### src/rtl/therm_pkg.sv
// Shared constants, FSM encoding and parameter sanity helper for the
// thermistor ADC acquisition path.
package therm_pkg;

  localparam int FRAME_BITS = 16;
  localparam int LEAD_BITS  = 4;

  typedef enum logic [2:0] {
    ST_IDLE     = 3'd0,
    ST_CS_SETUP = 3'd1,
    ST_SHIFT    = 3'd2,
    ST_CS_HOLD  = 3'd3,
    ST_ACCUM    = 3'd4,
    ST_WAIT     = 3'd5
  } state_e;

  // One conversion keeps CS_n low for 34 divider phases, plus a few cycles of slack.
  function automatic int min_sample_period(input int clk_div);
    return 34 * clk_div + 4;
  endfunction

endpackage

### src/rtl/spi_frame_rx.sv
// Serial receiver for one 16-bit ADC frame: SCLK divider, bit counter and
// MSB-first shift register. SCLK idles high; data is captured on SCLK rise.
module spi_frame_rx
  import therm_pkg::*;
#(
  parameter int CLK_DIV = 4
) (
  input  logic                  clk_i,
  input  logic                  rst_i,
  input  logic                  start_i,
  input  logic                  miso_i,
  output logic                  sclk_o,
  output logic                  done_o,
  output logic [FRAME_BITS-1:0] frame_o
);

  localparam int DW = $clog2(CLK_DIV);
  localparam int BW = $clog2(FRAME_BITS);
  localparam logic [DW-1:0] DIV_LAST = DW'(CLK_DIV - 1);
  localparam logic [BW-1:0] BIT_LAST = BW'(FRAME_BITS - 1);

  logic                  active_q, active_d;
  logic                  sclk_q, sclk_d;
  logic [DW-1:0]         div_q, div_d;
  logic [BW-1:0]         bit_q, bit_d;
  logic [FRAME_BITS-1:0] shreg_q, shreg_d;

  always_comb begin
    active_d = active_q;
    sclk_d   = sclk_q;
    div_d    = div_q;
    bit_d    = bit_q;
    shreg_d  = shreg_q;
    done_o   = 1'b0;
    if (start_i) begin
      active_d = 1'b1;
      sclk_d   = 1'b0;
      div_d    = DIV_LAST;
      bit_d    = '0;
    end else if (active_q) begin
      div_d = div_q - 1'b1;
      if (div_q == '0) begin
        div_d = DIV_LAST;
        if (!sclk_q) begin
          sclk_d  = 1'b1;
          shreg_d = {shreg_q[FRAME_BITS-2:0], miso_i};
        end else if (bit_q == BIT_LAST) begin
          // done fires at the end of the last high phase; SCLK stays high
          active_d = 1'b0;
          done_o   = 1'b1;
        end else begin
          sclk_d = 1'b0;
          bit_d  = bit_q + 1'b1;
        end
      end
    end
  end

  always_ff @(posedge clk_i) begin
    if (rst_i) begin
      active_q <= 1'b0;
      sclk_q   <= 1'b1;
      div_q    <= '0;
      bit_q    <= '0;
      shreg_q  <= '0;
    end else begin
      active_q <= active_d;
      sclk_q   <= sclk_d;
      div_q    <= div_d;
      bit_q    <= bit_d;
      shreg_q  <= shreg_d;
    end
  end

  assign sclk_o  = sclk_q;
  assign frame_o = shreg_q;

endmodule

### src/rtl/therm_adc_reader.sv
// Thermistor ADC front end: periodic serial conversions, leading-bit check and
// 2^AVG_LOG2 averaging into v_therm with a one-cycle valid strobe.
module therm_adc_reader
  import therm_pkg::*;
#(
  parameter int CLK_DIV       = 4,
  parameter int ADC_BITS      = 12,
  parameter int AVG_LOG2      = 2,
  parameter int SAMPLE_PERIOD = 1000
) (
  input  logic                clk_i,
  input  logic                rst_i,
  input  logic                enable_i,
  output logic                adc_cs_n_o,
  output logic                adc_sclk_o,
  input  logic                adc_miso_i,
  output logic [ADC_BITS-1:0] v_therm_o,
  output logic                v_valid_o,
  output logic                frame_err_o,
  output logic                busy_o
);

  // States: IDLE off | CS_SETUP cs low, pre-clock | SHIFT 16 sclk | CS_HOLD post-clock | ACCUM add or reject | WAIT period timer
  localparam int ACC_W = ADC_BITS + AVG_LOG2;
  localparam int CNT_W = AVG_LOG2 + 1;
  localparam int TW    = $clog2(SAMPLE_PERIOD);
  localparam int PW    = $clog2(CLK_DIV);
  localparam logic [CNT_W-1:0] CNT_FULL = CNT_W'(1 << AVG_LOG2);
  localparam logic [TW-1:0]    T_LAST   = TW'(SAMPLE_PERIOD - 1);
  localparam logic [PW-1:0]    PH_LAST  = PW'(CLK_DIV - 1);

  if (SAMPLE_PERIOD < min_sample_period(CLK_DIV)) begin : g_bad_period
    $error("SAMPLE_PERIOD too short for CLK_DIV");
  end
  if (ADC_BITS + LEAD_BITS != FRAME_BITS) begin : g_bad_width
    $error("ADC_BITS + LEAD_BITS must equal FRAME_BITS");
  end

  state_e              state_q, state_d;
  logic [PW-1:0]       ph_q, ph_d;
  logic [TW-1:0]       tmr_q, tmr_d;
  logic                abort_q, abort_d;
  logic                cs_n_q, cs_n_d;
  logic [ACC_W-1:0]    acc_q, acc_d;
  logic [CNT_W-1:0]    cnt_q, cnt_d;
  logic [ADC_BITS-1:0] v_therm_q, v_therm_d;
  logic                v_valid_q, v_valid_d;
  logic                frame_err_q, frame_err_d;

  logic                  rx_start, rx_done;
  logic [FRAME_BITS-1:0] rx_frame;
  logic                  lead_bad;
  logic [ADC_BITS-1:0]   rx_data;

  assign lead_bad = |rx_frame[FRAME_BITS-1 -: LEAD_BITS];
  assign rx_data  = rx_frame[ADC_BITS-1:0];

  spi_frame_rx #(.CLK_DIV(CLK_DIV)) u_rx (
    .clk_i   (clk_i),
    .rst_i   (rst_i),
    .start_i (rx_start),
    .miso_i  (adc_miso_i),
    .sclk_o  (adc_sclk_o),
    .done_o  (rx_done),
    .frame_o (rx_frame)
  );

  always_comb begin
    state_d     = state_q;
    ph_d        = ph_q;
    tmr_d       = tmr_q;
    abort_d     = abort_q;
    cs_n_d      = cs_n_q;
    acc_d       = acc_q;
    cnt_d       = cnt_q;
    v_therm_d   = v_therm_q;
    v_valid_d   = 1'b0;
    frame_err_d = 1'b0;
    rx_start    = 1'b0;

    if (tmr_q != '0) tmr_d = tmr_q - 1'b1;
    if (ph_q != '0)  ph_d  = ph_q - 1'b1;
    // enable dropping while CS_n is low marks the frame for discard
    if (state_q inside {ST_CS_SETUP, ST_SHIFT, ST_CS_HOLD} && !enable_i) abort_d = 1'b1;

    if (cnt_q == CNT_FULL) begin
      v_therm_d = acc_q[ACC_W-1:AVG_LOG2];
      v_valid_d = 1'b1;
      acc_d     = '0;
      cnt_d     = '0;
    end

    case (state_q)
      ST_IDLE: begin
        if (enable_i) begin
          state_d = ST_CS_SETUP;
          cs_n_d  = 1'b0;
          ph_d    = PH_LAST;
          tmr_d   = T_LAST;
          abort_d = 1'b0;
        end
      end
      ST_CS_SETUP: begin
        if (ph_q == '0) begin
          rx_start = 1'b1;
          state_d  = ST_SHIFT;
        end
      end
      ST_SHIFT: begin
        if (rx_done) begin
          state_d = ST_CS_HOLD;
          ph_d    = PH_LAST;
        end
      end
      ST_CS_HOLD: begin
        if (ph_q == '0) begin
          state_d     = ST_ACCUM;
          cs_n_d      = 1'b1;
          frame_err_d = lead_bad && !abort_d;
        end
      end
      ST_ACCUM: begin
        if (abort_q) begin
          state_d = ST_IDLE;
          acc_d   = '0;
          cnt_d   = '0;
        end else begin
          state_d = ST_WAIT;
          if (!lead_bad) begin
            acc_d = acc_q + ACC_W'(rx_data);
            cnt_d = cnt_q + 1'b1;
          end
        end
      end
      ST_WAIT: begin
        if (tmr_q == '0) begin
          if (enable_i) begin
            state_d = ST_CS_SETUP;
            cs_n_d  = 1'b0;
            ph_d    = PH_LAST;
            tmr_d   = T_LAST;
            abort_d = 1'b0;
          end else begin
            state_d = ST_IDLE;
            acc_d   = '0;
            cnt_d   = '0;
          end
        end
      end
      default: state_d = ST_IDLE;
    endcase
  end

  always_ff @(posedge clk_i) begin
    if (rst_i) begin
      state_q     <= ST_IDLE;
      ph_q        <= '0;
      tmr_q       <= '0;
      abort_q     <= 1'b0;
      cs_n_q      <= 1'b1;
      acc_q       <= '0;
      cnt_q       <= '0;
      v_therm_q   <= '0;
      v_valid_q   <= 1'b0;
      frame_err_q <= 1'b0;
    end else begin
      state_q     <= state_d;
      ph_q        <= ph_d;
      tmr_q       <= tmr_d;
      abort_q     <= abort_d;
      cs_n_q      <= cs_n_d;
      acc_q       <= acc_d;
      cnt_q       <= cnt_d;
      v_therm_q   <= v_therm_d;
      v_valid_q   <= v_valid_d;
      frame_err_q <= frame_err_d;
    end
  end

  assign adc_cs_n_o  = cs_n_q;
  assign v_therm_o   = v_therm_q;
  assign v_valid_o   = v_valid_q;
  assign frame_err_o = frame_err_q;
  assign busy_o      = (state_q != ST_IDLE);

endmodule

### config.mk
export PLATFORM = sky130hd
export DESIGN_NAME = therm_adc_reader
export DESIGN_NICKNAME = d
export VERILOG_FILES = /design/src/rtl/therm_pkg.sv /design/src/rtl/spi_frame_rx.sv /design/src/rtl/therm_adc_reader.sv
export SDC_FILE = /design/constraint.sdc
export NUM_CORES = 1
export LEC_CHECK = 0
export ABC_CLOCK_PERIOD_IN_PS = 2850
export CAP_MARGIN = 20
export CORE_MARGIN = 2
export CORE_UTILIZATION = 44
export DETAILED_ROUTE_END_ITERATION = 12
export PLACE_DENSITY = 0.74
export SLEW_MARGIN = 20
export SYNTH_ARGS = -nofsm -noshare
export SYNTH_HDL_FRONTEND = slang
export SYNTH_SLANG_ARGS = --single-unit
### constraint.sdc
create_clock -name clk_i -period 2.85 [get_ports clk_i]
set_clock_uncertainty 0.05 [all_clocks]
set_input_delay 0.7125 -clock clk_i [delete_from_list [all_inputs] [get_ports clk_i]]
set_output_delay 0.7125 -clock clk_i [all_outputs]
set_load 0.03 [all_outputs]
## Word-level counts from Yosys, hierarchy flattened

Cells that the tools add are included.

- Bitwise operators: 5
- Reductions and logical operators: 23
- Eq/ne operators: 12
- Multiplexer cells: 57
- Add/sub/neg operators: 6

Operators with widths:

| cell | count |
|---|---|
| 14-bit two-way mux | 5 |
| 3-bit two-way mux | 11 |
| 10-bit two-way mux | 3 |
| 14-bit one-hot mux with 2 select lines | 1 |
| 1-bit two-way mux | 24 |
| 10-bit one-hot mux with 2 select lines | 1 |
| 3-bit one-hot mux with 6 select lines | 1 |
| 14-bit by 12-bit adder with 14-bit output | 1 |
| 2-bit two-way mux | 7 |
| 10-bit zero test | 1 |
| 10-bit nonzero test | 1 |
| 10-bit by 1-bit subtractor with 10-bit output, second input constant | 1 |
| 3-bit equality test, second input constant | 3 |
| 3-bit nonzero test | 3 |
| 4-bit AND reduction | 2 |
| 3-bit by 2-bit equality test with 1-bit output, second input constant | 2 |
| 2-bit inequality test, second input constant | 3 |
| 2-bit one-hot mux with 3 select lines | 1 |
| 3-bit one-hot mux with 2 select lines | 1 |
| 2-bit nonzero test | 3 |
| 1-bit NOT | 5 |
| 5-bit AND reduction | 1 |
| 4-bit by 1-bit adder with 4-bit output, second input constant | 1 |
| 4-bit equality test, second input constant | 1 |
| 15 further kinds | 20 |

- Bits of input ports: 4
- Word-level logic and storage cells: 118
- Register bits: 72

## Longest topological paths before layout

- Depth in word-level cells: 8
- Mapped depth: 9
- Gate-level depth less buffers: 8

## Modules after synthesis

A second synthesis with hierarchy kept.

- Cells, all modules: 419
- Area total of the unflattened synthesis: 3674.8 µm²

By module, submodules not included:

| module | area an instance (µm²) | instances | cells an instance |
|---|---|---|---|
| therm_adc_reader | 2622.5 | 1 | 301 |
| spi_frame_rx | 1052.3 | 1 | 118 |

## Least setup slack after synthesis

OpenSTA, ideal clock, no wires.

- Path kind: flip-flop to flip-flop
- From: register acc_q[0]
- To: register acc_q[10]
- Path buffers: 0
- Cell stages (with the launch flop): 9
- Data arrival time: 1.821 ns
- Slack: 0.851 ns
- Required time: 2.672 ns
- Path through: dfxtp_1 -> ha_1 -> fa_1 -> a211oi_1 -> o21bai_1 -> o21ai_0 -> o21ai_0 -> xnor2_1 -> o21ai_0

- Longest elaborated chain between the ends: 4

Ends and longest elaborated chain:

| item | line | source |
|---|---|---|
| start, declared | therm_adc_reader.sv:44 | `logic [ACC_W-1:0] acc_q, acc_d;` |
| start signal, assigned | therm_adc_reader.sv:161 | `acc_q <= '0;` |
| start signal, assigned | therm_adc_reader.sv:172 | `acc_q <= acc_d;` |
| 14-bit by 12-bit adder with 14-bit output | therm_adc_reader.sv:130 | `acc_d = acc_q + ACC_W'(rx_data);` |
| 14-bit two-way mux | therm_adc_reader.sv:129 | `if (!lead_bad) begin` |
| 14-bit two-way mux | therm_adc_reader.sv:123 | `if (abort_q) begin` |
| 14-bit one-hot mux with 2 select lines | therm_adc_reader.sv:93 | `case (state_q)` |

No other way between the ends.
A chain may end at the register's enable or synchronous reset.

## Final worst setup path

- From: register state_q[1]
- To: output busy_o

- Longest elaborated chain between the ends: 1

Ends and longest elaborated chain:

| item | line | source |
|---|---|---|
| start, declared | therm_adc_reader.sv:39 | `state_e state_q, state_d;` |
| start signal, assigned | therm_adc_reader.sv:167 | `state_q <= state_d;` |
| 3-bit nonzero test | therm_adc_reader.sv:184 | `assign busy_o = (state_q != ST_IDLE);` |
| end, declared | therm_adc_reader.sv:20 | `output logic busy_o` |

No other way between the ends.

==> qor.txt <==
Worst skew pair latency: 0.34 ns
Post-route antenna net violation count: 0
Worst-path fanout max: 12
TNS Setup: 0 ns
Max frequency: 0.380 GHz
Top Ports: 21
FP Rows: 32
Die X: 92.6 um
Max_slew headroom: 56.9%
Worst path cell trace: or3_1, clkdlybuf4s50_1
CTS tree: built
Total gr overflow: 0
Area growth syn-to-layout: 13.2%
Arr. time, crit path: 1.87 ns
Final Cycle Share: 92.4%
Post-Syn Area: 3450 um^2
Share of the yosys chip area belonging to registers: 41.7%
Total wire length: 7.08 mm
Initial drt markers: 73
Port Buf Inserts: 20
Leakage: 0.00146 uW
Area contributors post-synth: dfxtp_1, nand2_1, a21oi_1
Yosys top cell by area: dfxtp_1
Async set or reset register ratio after synthesis: 0%
CP peak stage delay: 0.67 ns
PostCTS Resize Cnt: 0
CP startpoint kind: register
TritonCTS Sinks: 72
H-tree levels: 3
Hold Violations, Final: 0
Routed WL per cell: 13.2 um
Vias per inst: 5.39
Drc violations: 0
Max clock buf depth: 2
CP Capture Type: output pin
Pre-antenna DRT Iters: 4
Slew @ Worst Pin: 0.645 ns
Status: finished clean
Pin count of the biggest net entering global routing: 45
Vias in the first global route: 2,788
Layout Nets: 454
Most numerous cell in the Yosys netlist: nand2_1
Vias: 2,899
Synth Flop Type: dfxtp_1
Setup violations, final: 0
Mapped Nets: 434
Placer Congestion: 0.870
First-pass GRT wire length: 12.2 mm
Antenna Cells: 0
Final Slew Violations: 0
# Max-Cap Violations: 0
Starting Density: 45.2%
CTS Buf Count: 9
Root Buffer: clkbuf_8
Mapped Cells: 412
Die area: 8580 um^2
Commonest cells in the netlist: nand2_1, dfxtp_1, a21oi_1
Yosys cell types: 57
Worst path required time: 2.09 ns
Initial antenna violation count: 0
Fin Hold WS: 0.407 ns
Pwr Density: 711 nW/um^2
Synth top area share: 41.7%
Clock transition at the registers of the reported paths: 0.07 ns
Minimum clock period: 2.63 ns
Synth Area per Inst: 8.38 um^2
Setup bufs post-CTS: 0
GRT Overall Usage: 17.5%
Post-DP Area: 3740 um^2
Post-DP HPWL: 5.04 mm
Core Area: 7650 um^2
Hold buffers post-CTS: 0
Layout cells sized above 1: 6.88%
RSZ-0062 raised after global routing: no
Worst path slowest cell: clkdlybuf4s50_1
Final Cell Area: 3910 um^2
Worst Hold Class: register to register
YS warnings: 0
Post-synth EDFFs: 0
Die span in y: 92.6 um
Worst VDD drop: 0.000709 V
Critical path type: register to output pin
Synthesized flop and latch total: 72
state kept, by name, summed over array words and instances (netlist names):
signal	cells
u_rx.bit_q	4
v_therm_o	12
v_valid_o	1
state_q	3
u_rx.sclk_o	1
u_rx.frame_o	16
u_rx.div_q	2
tmr_q	10
ph_q	2
u_rx.active_q	1
frame_err_o	1
acc_q	14
cnt_q	3
adc_cs_n_o	1
abort_q	1
where the power goes:
group | switching [uW] | total, uW | internal, uW
sequential | 147 | 1280 | 1130
clock | 345 | 706 | 361
combinational | 456 | 793 | 337
area by class of cell:
type | instances | area [um^2]
timing repair buffer | 25 | 233
inverter | 9 | 33.8
multi-input combinational | 315 | 1910
sequential | 72 | 1440
tap | 102 | 128
clock buffer | 15 | 166
fill | 710 | 3740
worst max-delay path: cells and delay by family, from the launching register on:
| kind | cells | cell delay (ns) |
|---|---|---|
| buffers and inverters | 1 | 0.67 |
| DFF | 1 | 0.66 |
| and+or+nand+nor | 1 | 0.20 |
layer usage:
layer	wire length, um	part of all wire (%)	track usage [%]
met2	3570	50	31.0
met3	292	4.1	5.45
met4	116	1.6	5.10
met1	3110	44	20.3
met5	0	0	0
layout by cell type, fill, tap and decap left out, drive strengths merged, types with 2 or more instances in the layout:
master / synthesis / layout
a211oi: 2 / 2
a21o: 5 / 5
a21oi: 56 / 56
a22o: 3 / 3
a311oi: 2 / 2
a31oi: 4 / 4
and2: 4 / 4
buf: 7 / 6
clkbuf: 9 / 15
clkdlybuf4s50: 0 / 19
dfxtp: 72 / 72
ha: 17 / 17
inv: 9 / 9
mux2i: 2 / 2
nand2: 87 / 87
nand2b: 4 / 4
nand3: 8 / 8
nand3b: 2 / 2
nand4: 2 / 2
nand4b: 2 / 2
nor2: 16 / 16
nor2b: 6 / 6
nor3: 22 / 22
nor4: 2 / 2
nor4b: 2 / 2
o211ai: 5 / 5
o21ai: 21 / 21
o21bai: 2 / 2
or3: 5 / 5
xnor2: 7 / 7
xor2: 11 / 11
worst paths after layout:
kind | slack (ns) | depth (start not counted) | endpoint | from
max | 0.22 | 2 | busy_o | state_q[1]
min | 0.41 | 2 | v_therm_o[1] | v_therm_o[1]
max reg2reg | 0.61 | 8 | acc_q[10] | acc_q[0]
min reg2reg | 0.41 | 2 | v_therm_o[1] | v_therm_o[1]
per-stage QoR:
stage | instances | power, uW | util (%) | worst slack (ns)
global route | 538 | 2950 | 51.1 | 0.137
finish | 538 | 2780 | 51.1 | 0.216
floorplan | 412 | 1900 | - | 0.851
CTS | 538 | 2800 | 51.1 | 0.217
detailed placement | 523 | 2090 | 49.0 | 0.439
global placement | 523 | 2060 | 49.0 | 0.508
kinds of logic after synthesis:
| logic type | Yosys count | share of synthesized area (%) |
|---|---|---|
| compound gates | 109 | 18.9 |
| buf+inv | 25 | 3.04 |
| simple gates | 167 | 24.2 |
| mux | 3 | 0.905 |
| flops | 72 | 41.7 |
| fa+ha+maj | 18 | 6.74 |
| xor+xnor | 18 | 4.56 |
Note: power is estimated with default switching activity, not from simulation.
